## src/rtl/fmc_adc_trig_pkg.sv

```systemverilog
// Shared definitions for the FMC ADC trigger arbiter: trigger source indices,
// arbiter state encoding and the trigger source vector type.
package fmc_adc_trig_pkg;

    localparam int C_TRIG_EXT      = 0;
    localparam int C_TRIG_SW       = 1;
    localparam int C_TRIG_TIME     = 2;
    localparam int C_TRIG_ALT_TIME = 3;
    localparam int C_TRIG_CH1      = 4;
    localparam int C_TRIG_CH2      = 5;
    localparam int C_TRIG_CH3      = 6;
    localparam int C_TRIG_CH4      = 7;
    localparam int C_NUM_TRIG_SRC  = 8;

    typedef enum logic [1:0] {
        IDLE    = 2'd0,
        ARMED   = 2'd1,
        HOLDOFF = 2'd2
    } t_trig_arb_state;

    typedef logic [C_NUM_TRIG_SRC-1:0] t_trig_src;

    // True when at least one source in the vector is requesting.
    function automatic logic trig_any(input t_trig_src src);
        return |src;
    endfunction

endpackage

```

## src/rtl/fmc_adc_ext_trig_delay.sv

```systemverilog
// External trigger delay line: a masked ext pulse loads a down-counter and a
// single pulse is emitted dly cycles later; dly = 0 is a straight pass-through.
module fmc_adc_ext_trig_delay #(
    parameter int g_DLY_WIDTH = 32
) (
    input  logic                   clk,
    input  logic                   rst,
    input  logic                   clr,
    input  logic                   ext_pulse,
    input  logic [g_DLY_WIDTH-1:0] dly,
    output logic                   pulse_out
);

    localparam logic [g_DLY_WIDTH-1:0] C_CNT_ONE = g_DLY_WIDTH'(1);

    logic [g_DLY_WIDTH-1:0] cnt_reg;
    logic [g_DLY_WIDTH-1:0] cnt_next;
    logic                   dly_zero;
    logic                   running;

    assign dly_zero = (dly == '0);
    assign running  = (cnt_reg != '0);

    // Pulses arriving while a delay is already in flight are dropped.
    always_comb begin
        cnt_next = cnt_reg;
        if (clr) begin
            cnt_next = '0;
        end else if (running) begin
            cnt_next = cnt_reg - C_CNT_ONE;
        end else if (ext_pulse && !dly_zero) begin
            cnt_next = dly;
        end
    end

    always_ff @(posedge clk or posedge rst) begin
        if (rst) begin
            cnt_reg <= '0;
        end else begin
            cnt_reg <= cnt_next;
        end
    end

    // The last count of a loaded delay is the cycle the delayed pulse appears.
    assign pulse_out = (cnt_reg == C_CNT_ONE) || (dly_zero && ext_pulse);

endmodule

```

## src/rtl/fmc_adc_trig_arbiter.sv

```systemverilog
// Trigger arbiter / shot scheduler between trigger sources and the acquisition
// FSM. Build option FMC_ADC_TRIG_MISSED_CNT_EN enables the missed-request counter.
module fmc_adc_trig_arbiter
    import fmc_adc_trig_pkg::*;
#(
    parameter int g_DLY_WIDTH     = 32,
    parameter int g_HOLDOFF_WIDTH = 16,
    parameter int g_SHOTS_WIDTH   = 16,
    parameter int g_TAG_WIDTH     = 64
) (
    input  logic                       sys_clk_i,
    input  logic                       sys_rst_i,
    input  logic [7:0]                 trig_req_i,
    input  logic [7:0]                 trig_en_i,
    input  logic [g_DLY_WIDTH-1:0]     ext_dly_i,
    input  logic [g_HOLDOFF_WIDTH-1:0] holdoff_i,
    input  logic [g_SHOTS_WIDTH-1:0]   shots_i,
    input  logic                       arm_i,
    input  logic                       disarm_i,
    input  logic [g_TAG_WIDTH-1:0]     tag_i,
    output logic                       trig_o,
    output logic [7:0]                 trig_src_o,
    output logic [g_TAG_WIDTH-1:0]     trig_tag_o,
    output logic                       armed_o,
    output logic                       busy_o,
    output logic [g_SHOTS_WIDTH-1:0]   shots_left_o,
    output logic                       done_o,
    output logic [15:0]                missed_cnt_o
);

    localparam logic [g_SHOTS_WIDTH-1:0]   C_SHOT_ONE = g_SHOTS_WIDTH'(1);
    localparam logic [g_HOLDOFF_WIDTH-1:0] C_HOLD_ONE = g_HOLDOFF_WIDTH'(1);

    t_trig_arb_state              state_reg;
    t_trig_src                    req_m;
    t_trig_src                    eff;
    t_trig_src                    trig_src_reg;
    logic [g_TAG_WIDTH-1:0]       trig_tag_reg;
    logic [g_SHOTS_WIDTH-1:0]     shots_left_reg;
    logic [g_HOLDOFF_WIDTH-1:0]   holdoff_cnt_reg;
    logic                         trig_reg;
    logic                         done_reg;
    logic                         armed_reg;
    logic                         busy_reg;
    logic                         ext_dly_pulse;
    logic                         eff_any;
    logic                         last_shot;
    logic                         dly_clr;
    logic                         arm_accept;

    assign req_m = t_trig_src'(trig_req_i & trig_en_i);

    // Effective request vector: ext source comes from the delay line.
    generate
        for (genvar gi = 0; gi < C_NUM_TRIG_SRC; gi++) begin : g_eff
            if (gi == C_TRIG_EXT) begin : g_ext
                assign eff[gi] = ext_dly_pulse;
            end else begin : g_direct
                assign eff[gi] = req_m[gi];
            end
        end
    endgenerate

    assign eff_any    = trig_any(eff);
    assign last_shot  = (state_reg == ARMED) && eff_any && (shots_left_reg == C_SHOT_ONE);
    assign arm_accept = (state_reg == IDLE) && arm_i && !disarm_i;
    assign dly_clr    = disarm_i || last_shot;

    fmc_adc_ext_trig_delay #(
        .g_DLY_WIDTH (g_DLY_WIDTH)
    ) u_ext_dly (
        .clk       (sys_clk_i),
        .rst       (sys_rst_i),
        .clr       (dly_clr),
        .ext_pulse (req_m[C_TRIG_EXT]),
        .dly       (ext_dly_i),
        .pulse_out (ext_dly_pulse)
    );

    always_ff @(posedge sys_clk_i or posedge sys_rst_i) begin
        if (sys_rst_i) begin
            state_reg       <= IDLE;
            trig_reg        <= 1'b0;
            done_reg        <= 1'b0;
            armed_reg       <= 1'b0;
            busy_reg        <= 1'b0;
            trig_src_reg    <= '0;
            trig_tag_reg    <= '0;
            shots_left_reg  <= '0;
            holdoff_cnt_reg <= '0;
        end else begin
            trig_reg <= 1'b0;
            done_reg <= 1'b0;
            if (disarm_i) begin
                // Abort overrides any request or arm seen in the same cycle.
                state_reg       <= IDLE;
                armed_reg       <= 1'b0;
                busy_reg        <= 1'b0;
                holdoff_cnt_reg <= '0;
            end else begin
                case (state_reg)
                    IDLE: begin
                        if (arm_i) begin
                            state_reg      <= ARMED;
                            armed_reg      <= 1'b1;
                            busy_reg       <= 1'b1;
                            shots_left_reg <= (shots_i == '0) ? C_SHOT_ONE : shots_i;
                        end
                    end
                    ARMED: begin
                        if (eff_any) begin
                            trig_reg       <= 1'b1;
                            trig_src_reg   <= eff;
                            trig_tag_reg   <= tag_i;
                            shots_left_reg <= shots_left_reg - C_SHOT_ONE;
                            if (last_shot) begin
                                done_reg  <= 1'b1;
                                state_reg <= IDLE;
                                armed_reg <= 1'b0;
                                busy_reg  <= 1'b0;
                            end else if (holdoff_i != '0) begin
                                state_reg       <= HOLDOFF;
                                armed_reg       <= 1'b0;
                                holdoff_cnt_reg <= holdoff_i;
                            end
                        end
                    end
                    HOLDOFF: begin
                        // Re-arm on the cycle the count reaches zero.
                        if (holdoff_cnt_reg <= C_HOLD_ONE) begin
                            state_reg       <= ARMED;
                            armed_reg       <= 1'b1;
                            holdoff_cnt_reg <= '0;
                        end else begin
                            holdoff_cnt_reg <= holdoff_cnt_reg - C_HOLD_ONE;
                        end
                    end
                    default: begin
                        state_reg <= IDLE;
                        armed_reg <= 1'b0;
                        busy_reg  <= 1'b0;
                    end
                endcase
            end
        end
    end

`ifdef FMC_ADC_TRIG_MISSED_CNT_EN
    logic [15:0] missed_cnt_reg;

    always_ff @(posedge sys_clk_i or posedge sys_rst_i) begin
        if (sys_rst_i) begin
            missed_cnt_reg <= '0;
        end else if (arm_accept) begin
            missed_cnt_reg <= '0;
        end else if ((state_reg == HOLDOFF) && eff_any && (missed_cnt_reg != 16'hFFFF)) begin
            missed_cnt_reg <= missed_cnt_reg + 16'd1;
        end
    end

    assign missed_cnt_o = missed_cnt_reg;
`else
    logic unused_arm_accept;
    assign unused_arm_accept = arm_accept;
    assign missed_cnt_o      = 16'h0000;
`endif

    assign trig_o       = trig_reg;
    assign done_o       = done_reg;
    assign armed_o      = armed_reg;
    assign busy_o       = busy_reg;
    assign trig_src_o   = trig_src_reg;
    assign trig_tag_o   = trig_tag_reg;
    assign shots_left_o = shots_left_reg;

endmodule

```

## config.mk

```make
export PLATFORM = sky130hd
export DESIGN_NAME = fmc_adc_trig_arbiter
export DESIGN_NICKNAME = d
export VERILOG_FILES = /design/src/rtl/fmc_adc_trig_pkg.sv /design/src/rtl/fmc_adc_ext_trig_delay.sv /design/src/rtl/fmc_adc_trig_arbiter.sv
export SDC_FILE = /design/constraint.sdc
export NUM_CORES = 1
export LEC_CHECK = 0
export BUFFER_PORTS_ARGS = -buffer_cell sky130_fd_sc_hd__buf_2
export CAP_MARGIN = 20
export CORE_ASPECT_RATIO = 2
export CORE_MARGIN = 5
export CORE_UTILIZATION = 55
export CTS_CLUSTER_DIAMETER = 100
export DETAILED_ROUTE_END_ITERATION = 8
export GPL_ROUTABILITY_DRIVEN = 0
export PLACE_DENSITY = 0.87
export SYNTH_ARGS = -nofsm -noshare
export SYNTH_HDL_FRONTEND = slang
export SYNTH_HIERARCHICAL = 1
export SYNTH_SLANG_ARGS = --single-unit
```

## constraint.sdc

```tcl
create_clock -name sys_clk_i -period 6.7 [get_ports sys_clk_i]
set_input_delay 1.34 -clock sys_clk_i [delete_from_list [all_inputs] [get_ports sys_clk_i]]
set_output_delay 1.34 -clock sys_clk_i [all_outputs]
set_load 0.01 [all_outputs]
```

Yosys cells after proc, flatten, opt, wreduce, memory -nomap -nowiden
Index checks and enable logic that the tools add are counted.
- output and inout port bits: 108
- word-level logic and storage cells: 89
- input port bits: 148
- bits in registers: 142
- order comparisons: 1
- mux-type cells: 38
- reduce and logical (&&, ||, !) cells: 21
- equality and inequality tests: 14
- $add $sub $neg: 3
- bitwise gates (word level): 2
- operators with widths (operator ; number):
    16-bit 2-to-1 mux ; 8
    32-bit 2-to-1 mux ; 3
    16-bit case mux with 2 select lines ; 2
    32-bit by 1-bit == test with 1-bit output, second input constant ; 1
    32-bit zero test ; 1
    32-bit nonzero test ; 1
    16-bit by 1-bit subtractor with 16-bit output, second input constant ; 2
    32-bit by 1-bit subtractor with 32-bit output, second input constant ; 1
    16-bit by 1-bit == test with 1-bit output, second input constant ; 1
    16-bit by 1-bit less-or-equal comparator with 1-bit output, second input constant ; 1
    16-bit zero test ; 1
    1-bit 2-to-1 mux ; 16
    4-bit AND reduction ; 4
    16-bit nonzero test ; 1
    3-bit inequality test, second input constant ; 5
    2-bit 2-to-1 mux ; 6
    8-bit bitwise AND ; 1
    8-bit OR reduction ; 1
    2-bit inequality test, second input constant ; 3
    1-bit case mux with 3 select lines ; 2
    2-bit case mux with 3 select lines ; 1
    3-bit nonzero test ; 2
    1-bit logical AND ; 4
    4-bit by 3-bit inequality test with 1-bit output, second input constant ; 1
    9 further kinds ; 10

Depth between registers and ports, before layout
- depth after elaboration: 10
- gate-level depth with buffers: 15
- mapped depth without buffers: 13

By module
The synthesis kept the hierarchy.
- by module, submodules not included (module ; instances ; cells an instance ; area an instance (um^2) ; sequential area each (um^2)):
    fmc_adc_trig_arbiter ; 1 ; 623 ; 5378.9 ; 2727.6
    fmc_adc_ext_trig_delay ; 1 ; 222 ; 1994.4 ; 800.8

Least setup slack after synthesis
No wires, ideal clock.
- path type: input to register
- from: input port ext_dly_i[13]
- to: register u_ext_dly.cnt_reg[13]
- required time: 6.606 ns
- path buffers: 3
- data arrival time: 3.399 ns
- slack: 3.208 ns
- cell stages on the path: 13
- library setup time: 0.094 ns
- path through: nor4_1 -> nand4_1 -> nor2_1 -> a22o_1 -> a21oi_1 -> nand3_1 -> o21ai_0 -> o21ai_0 -> clkbuf_1 -> a21o_1 -> buf_2 -> buf_2 -> a211oi_1
- cells in the longest elaborated chain, start to end: 8
- elaborated cells between the ends (all ways): 13
- those cells by class: mux (3); reduce/logical (10)
- ends and longest elaborated chain (item ; line ; text):
    start: declaration ; fmc_adc_trig_arbiter.sv:15 ; input logic [g_DLY_WIDTH-1:0] ext_dly_i,
    32-bit zero test * ; fmc_adc_ext_trig_delay.sv:21 ; assign dly_zero = (dly == '0);
    1-bit logical AND * ; fmc_adc_ext_trig_delay.sv:45 ; assign pulse_out = (cnt_reg == C_CNT_ONE) || (dly_zero && ext_pulse);
    1-bit logical OR * ; fmc_adc_ext_trig_delay.sv:45 ;
    named net ext_dly_pulse ; fmc_adc_trig_arbiter.sv:45 ; logic ext_dly_pulse;
    8-bit OR reduction * ; fmc_adc_trig_pkg.sv:25 ; return |src;
    1-bit logical AND * (2 in a row) ; fmc_adc_trig_arbiter.sv:65 ; assign last_shot = (state_reg == ARMED) && eff_any && (shots_left_reg == C_SHOT_ONE);
    1-bit logical OR * ; fmc_adc_trig_arbiter.sv:67 ; assign dly_clr = disarm_i || last_shot;
    named net dly_clr ; fmc_adc_trig_arbiter.sv:48 ; logic dly_clr;
    3-bit nonzero test (no source line) / 32-bit 2-to-1 mux (equally long branches) ; -- ;
    end signal: assignment ; fmc_adc_ext_trig_delay.sv:40 ; cnt_reg <= cnt_next;
    end: declaration ; fmc_adc_ext_trig_delay.sv:16 ; logic [g_DLY_WIDTH-1:0] cnt_reg;
Mark *: on every way through the listed nets, which the timed path passes. The rest lies on a longest branch. The select of a mux whose other input is x is not followed.
A chain may end at the register's enable or synchronous reset.

Worst setup path after layout
- from: register u_ext_dly.cnt_reg[26]
- to: register u_ext_dly.cnt_reg[10]
- cells in the longest elaborated chain, start to end: 7
- elaborated cells between the ends (all ways): 10
- those cells by class: eq/ne (1); mux (2); reduce/logical (7)
- ends and longest elaborated chain (item ; line):
    32-bit by 1-bit == test with 1-bit output * ; fmc_adc_ext_trig_delay.sv:45
    1-bit logical OR * ; fmc_adc_ext_trig_delay.sv:45
    named net ext_dly_pulse ; fmc_adc_trig_arbiter.sv:45
    8-bit OR reduction * ; fmc_adc_trig_pkg.sv:25
    1-bit logical AND * (2 in a row) ; fmc_adc_trig_arbiter.sv:65
    1-bit logical OR * ; fmc_adc_trig_arbiter.sv:67
    named net dly_clr ; fmc_adc_trig_arbiter.sv:48
    3-bit nonzero test (no source line) / 32-bit 2-to-1 mux (equally long branches) ; --
Mark *: on every way through the listed nets, which the timed path passes. The rest lies on a longest branch.

==> metrics <==
status=complete, no violations; Initial Util=0.555; Syn Inst Count=845; chip width=91.9 µm; Setup Crit Path Kind=reg2reg; mux share of post-synthesis cell area=0.00424; max-cap viol count=0; DR vias/cell=5.94; Max VDD drop=255 µV; CP Buf/Inv Count=1; post-CTS sizing=0; DRC=0; post-synthesis simple-gate area fraction=0.278; initial antenna violation count=0; Syn Area/Cell=8.73 µm²; Multi-input gate area=3550 µm²; area added between synthesis and finish=24.3%; Required @ worst endpoint=6970 ps; final setup fails=0; CP max stage delay=560 ps; Synth Area in Compound Gates=0.150; setup bufs post-CTS=0; first-pass GRT wire length=36.1 mm; GRT overflow=0; DR vias=7366; DRT iter0 DRCs=528; Top cell by count, worst path=o21ai_0; Post-synth EDFFs=0; Peak Freq=247 MHz; commonest cells after routing, fill and taps aside=nand2_1 (253), buf_2 (239), dfrtp_1 (141); CP startpoint kind=register; fraction of registers with async set/reset=1.00; TritonRoute pass-1 iters=5; Crit path max-delay family=simple AND/OR/NAND/NOR gates; final hold vios=0; CTS Hold Bufs=0; Synth cell types=72; layout cell share with drive strength beyond 1=0.276; Setup crit end kind=register; worst clock skew=19.3 ps; crit-path cells=or4_4, or4_1, or2_2, nor2_1, a22o_1, a21oi_1, nand3_1, o21ai_0, o21ai_0, clkbuf_4, a21o_1, nor3_1; sequential fraction of the synthesis area=0.479; Layout fillers=1038; RSZ-0062 raised after global routing=no; Synth area leaders=dfrtp_1 (48%), nand2_1 (13%), nor2_1 (2.5%), xnor2_1 (2.5%), nor4_1 (2.5%); Slew @ Worst Pin=953 ps; Die Height=174 µm; register area=3530 µm²; Max stage delay cell, worst path=or4_1; Ys Warns=6; die area=16000 µm²; Layout Utilization=0.690; synthesized flop and latch total=141; Synth Area in Adders=0.0102; nets=1226; WL/cell=17.5 µm; ANT cells=0; # H-tree levels=4; area share of the largest cell type after synthesis=0.479; clock-pin slew on the worst setup and hold paths=60 ps; max-slew violations=0; xor-xnor portion of the synthesized cell area=0.0297; largest family of logic cells by synthesized area=simple AND/OR/NAND/NOR gates; leading area contributor after synthesis=dfrtp_1; Placeable Area=13300 µm²; Std-Cell Rows=60; final period utilization=0.604; final wirelength=21.7 mm; clk sink count=141; Port Buffers=239; Leak=4.59 nW; Slew headroom=0.359; Setup TNS=0 ps; vias in the first global route=7535; cts bufs inserted=17; largest net degree at the start of global routing=82; most common flop cell mapped by yosys=dfrtp_1; dpl hpwl=16.0 mm; Power Density=436 nW/µm²; Mapped Area=7370 µm²; WP data arrival=4320 ps; number of routed nets with antenna violations=0; All-Layer GR Usage=0.276; TritonCTS clock tree=yes; worst-skew pair later-pin latency=410 ps; I/O Pins=256; max reg flops=64; commonest non-fill, non-tap cell in the layout=nand2_1; Tmin final=4050 ps; worst min path class=reg2reg; clock root cell=clkbuf_16; clk buf depth=2; largest fanout on the critical path=18
[final cells by class]
class | instances | area share
Clock buffer | 21 | 0.0502
Tap cell | 155 | 0.0212
Inverter | 18 | 0.00765
Multi-Input combinational cell | 647 | 0.387
Sequential cell | 141 | 0.385
Timing Repair Buffer | 247 | 0.139
Clock inverter | 11 | 0.00928
[cell families (layout without fill, tap and decap cells)]
family	count (synthesis)	count (layout)
DFF	141	141
xor gates and xnor gates	25	25
other	1	16
adders and majority gates	6	6
buffers and inverters	72	297
muxes	3	3
and+or+nand+nor	441	441
AOI/OAI and AO/OA	156	156
[worst paths after layout]
path | startpoint | endpoint | slack (ps) | cells past startpoint
max in group asynchronous | sys_rst_i | shots_left_o[4]$_DFFE_PP0P_ | 4450 | 3
min in group asynchronous | sys_rst_i | trig_tag_o[47]$_DFFE_PP0P_ | 1000 | 2
worst max register to register | u_ext_dly/cnt_reg[26]$_DFFE_PP0P_ | u_ext_dly/cnt_reg[10]$_DFFE_PP0P_ | 2650 | 12
worst max-delay path | u_ext_dly/cnt_reg[26]$_DFFE_PP0P_ | u_ext_dly/cnt_reg[10]$_DFFE_PP0P_ | 2650 | 12
worst min register to register | trig_tag_o[60]$_DFFE_PP0P_ | trig_tag_o[60]$_DFFE_PP0P_ | 470 | 2
worst min-delay path | trig_tag_o[60]$_DFFE_PP0P_ | trig_tag_o[60]$_DFFE_PP0P_ | 470 | 2
[stage by stage]
step	total power, mW	instances	worst slack (ps)	cell area [µm²]	hold slack (ps)
finish	3.99	1240	2650	9160	472
global route	4.27	1240	2440	9160	494
CTS	3.98	1238	2010	9130	476
detailed placement	3.09	1206	1890	8580	456
global placement	3.03	1206	2110	8580	454
floorplan	2.52	860	2490	7430	464
[synth_stat cells, drive strengths merged (6+ instances only)]
library cell and count:
or3 7, clkbuf 22, nand2 254, o2bb2ai 8, nand4 8, xnor2 21
buf 32, nor3 31, a31oi 7, o21ai 35, dfrtp 141, a22oi 7
a211oi 9, o221ai 14, inv 18, ha 6, nand3 19, a21oi 27
nor2 52, nor4 32
[layer usage]
| metal | GRT usage | wire, µm |
|---|---|---|
| met5 | 0 | 0 |
| met4 | 0.122 | 807 |
| met3 | 0.0782 | 2120 |
| met2 | 0.437 | 10500 |
| met1 | 0.352 | 8300 |
[worst min-delay path: stages (launching register included)]
cell	delay [ps]
dfrtp_1	340
nand2_1	50
nand2_1	60
[power by group]
part	switching, mW	internal, mW
logic	0.997	0.656
clock network	0.370	0.498
registers	0.294	1.18
Power figures use the tool's default switching activity.
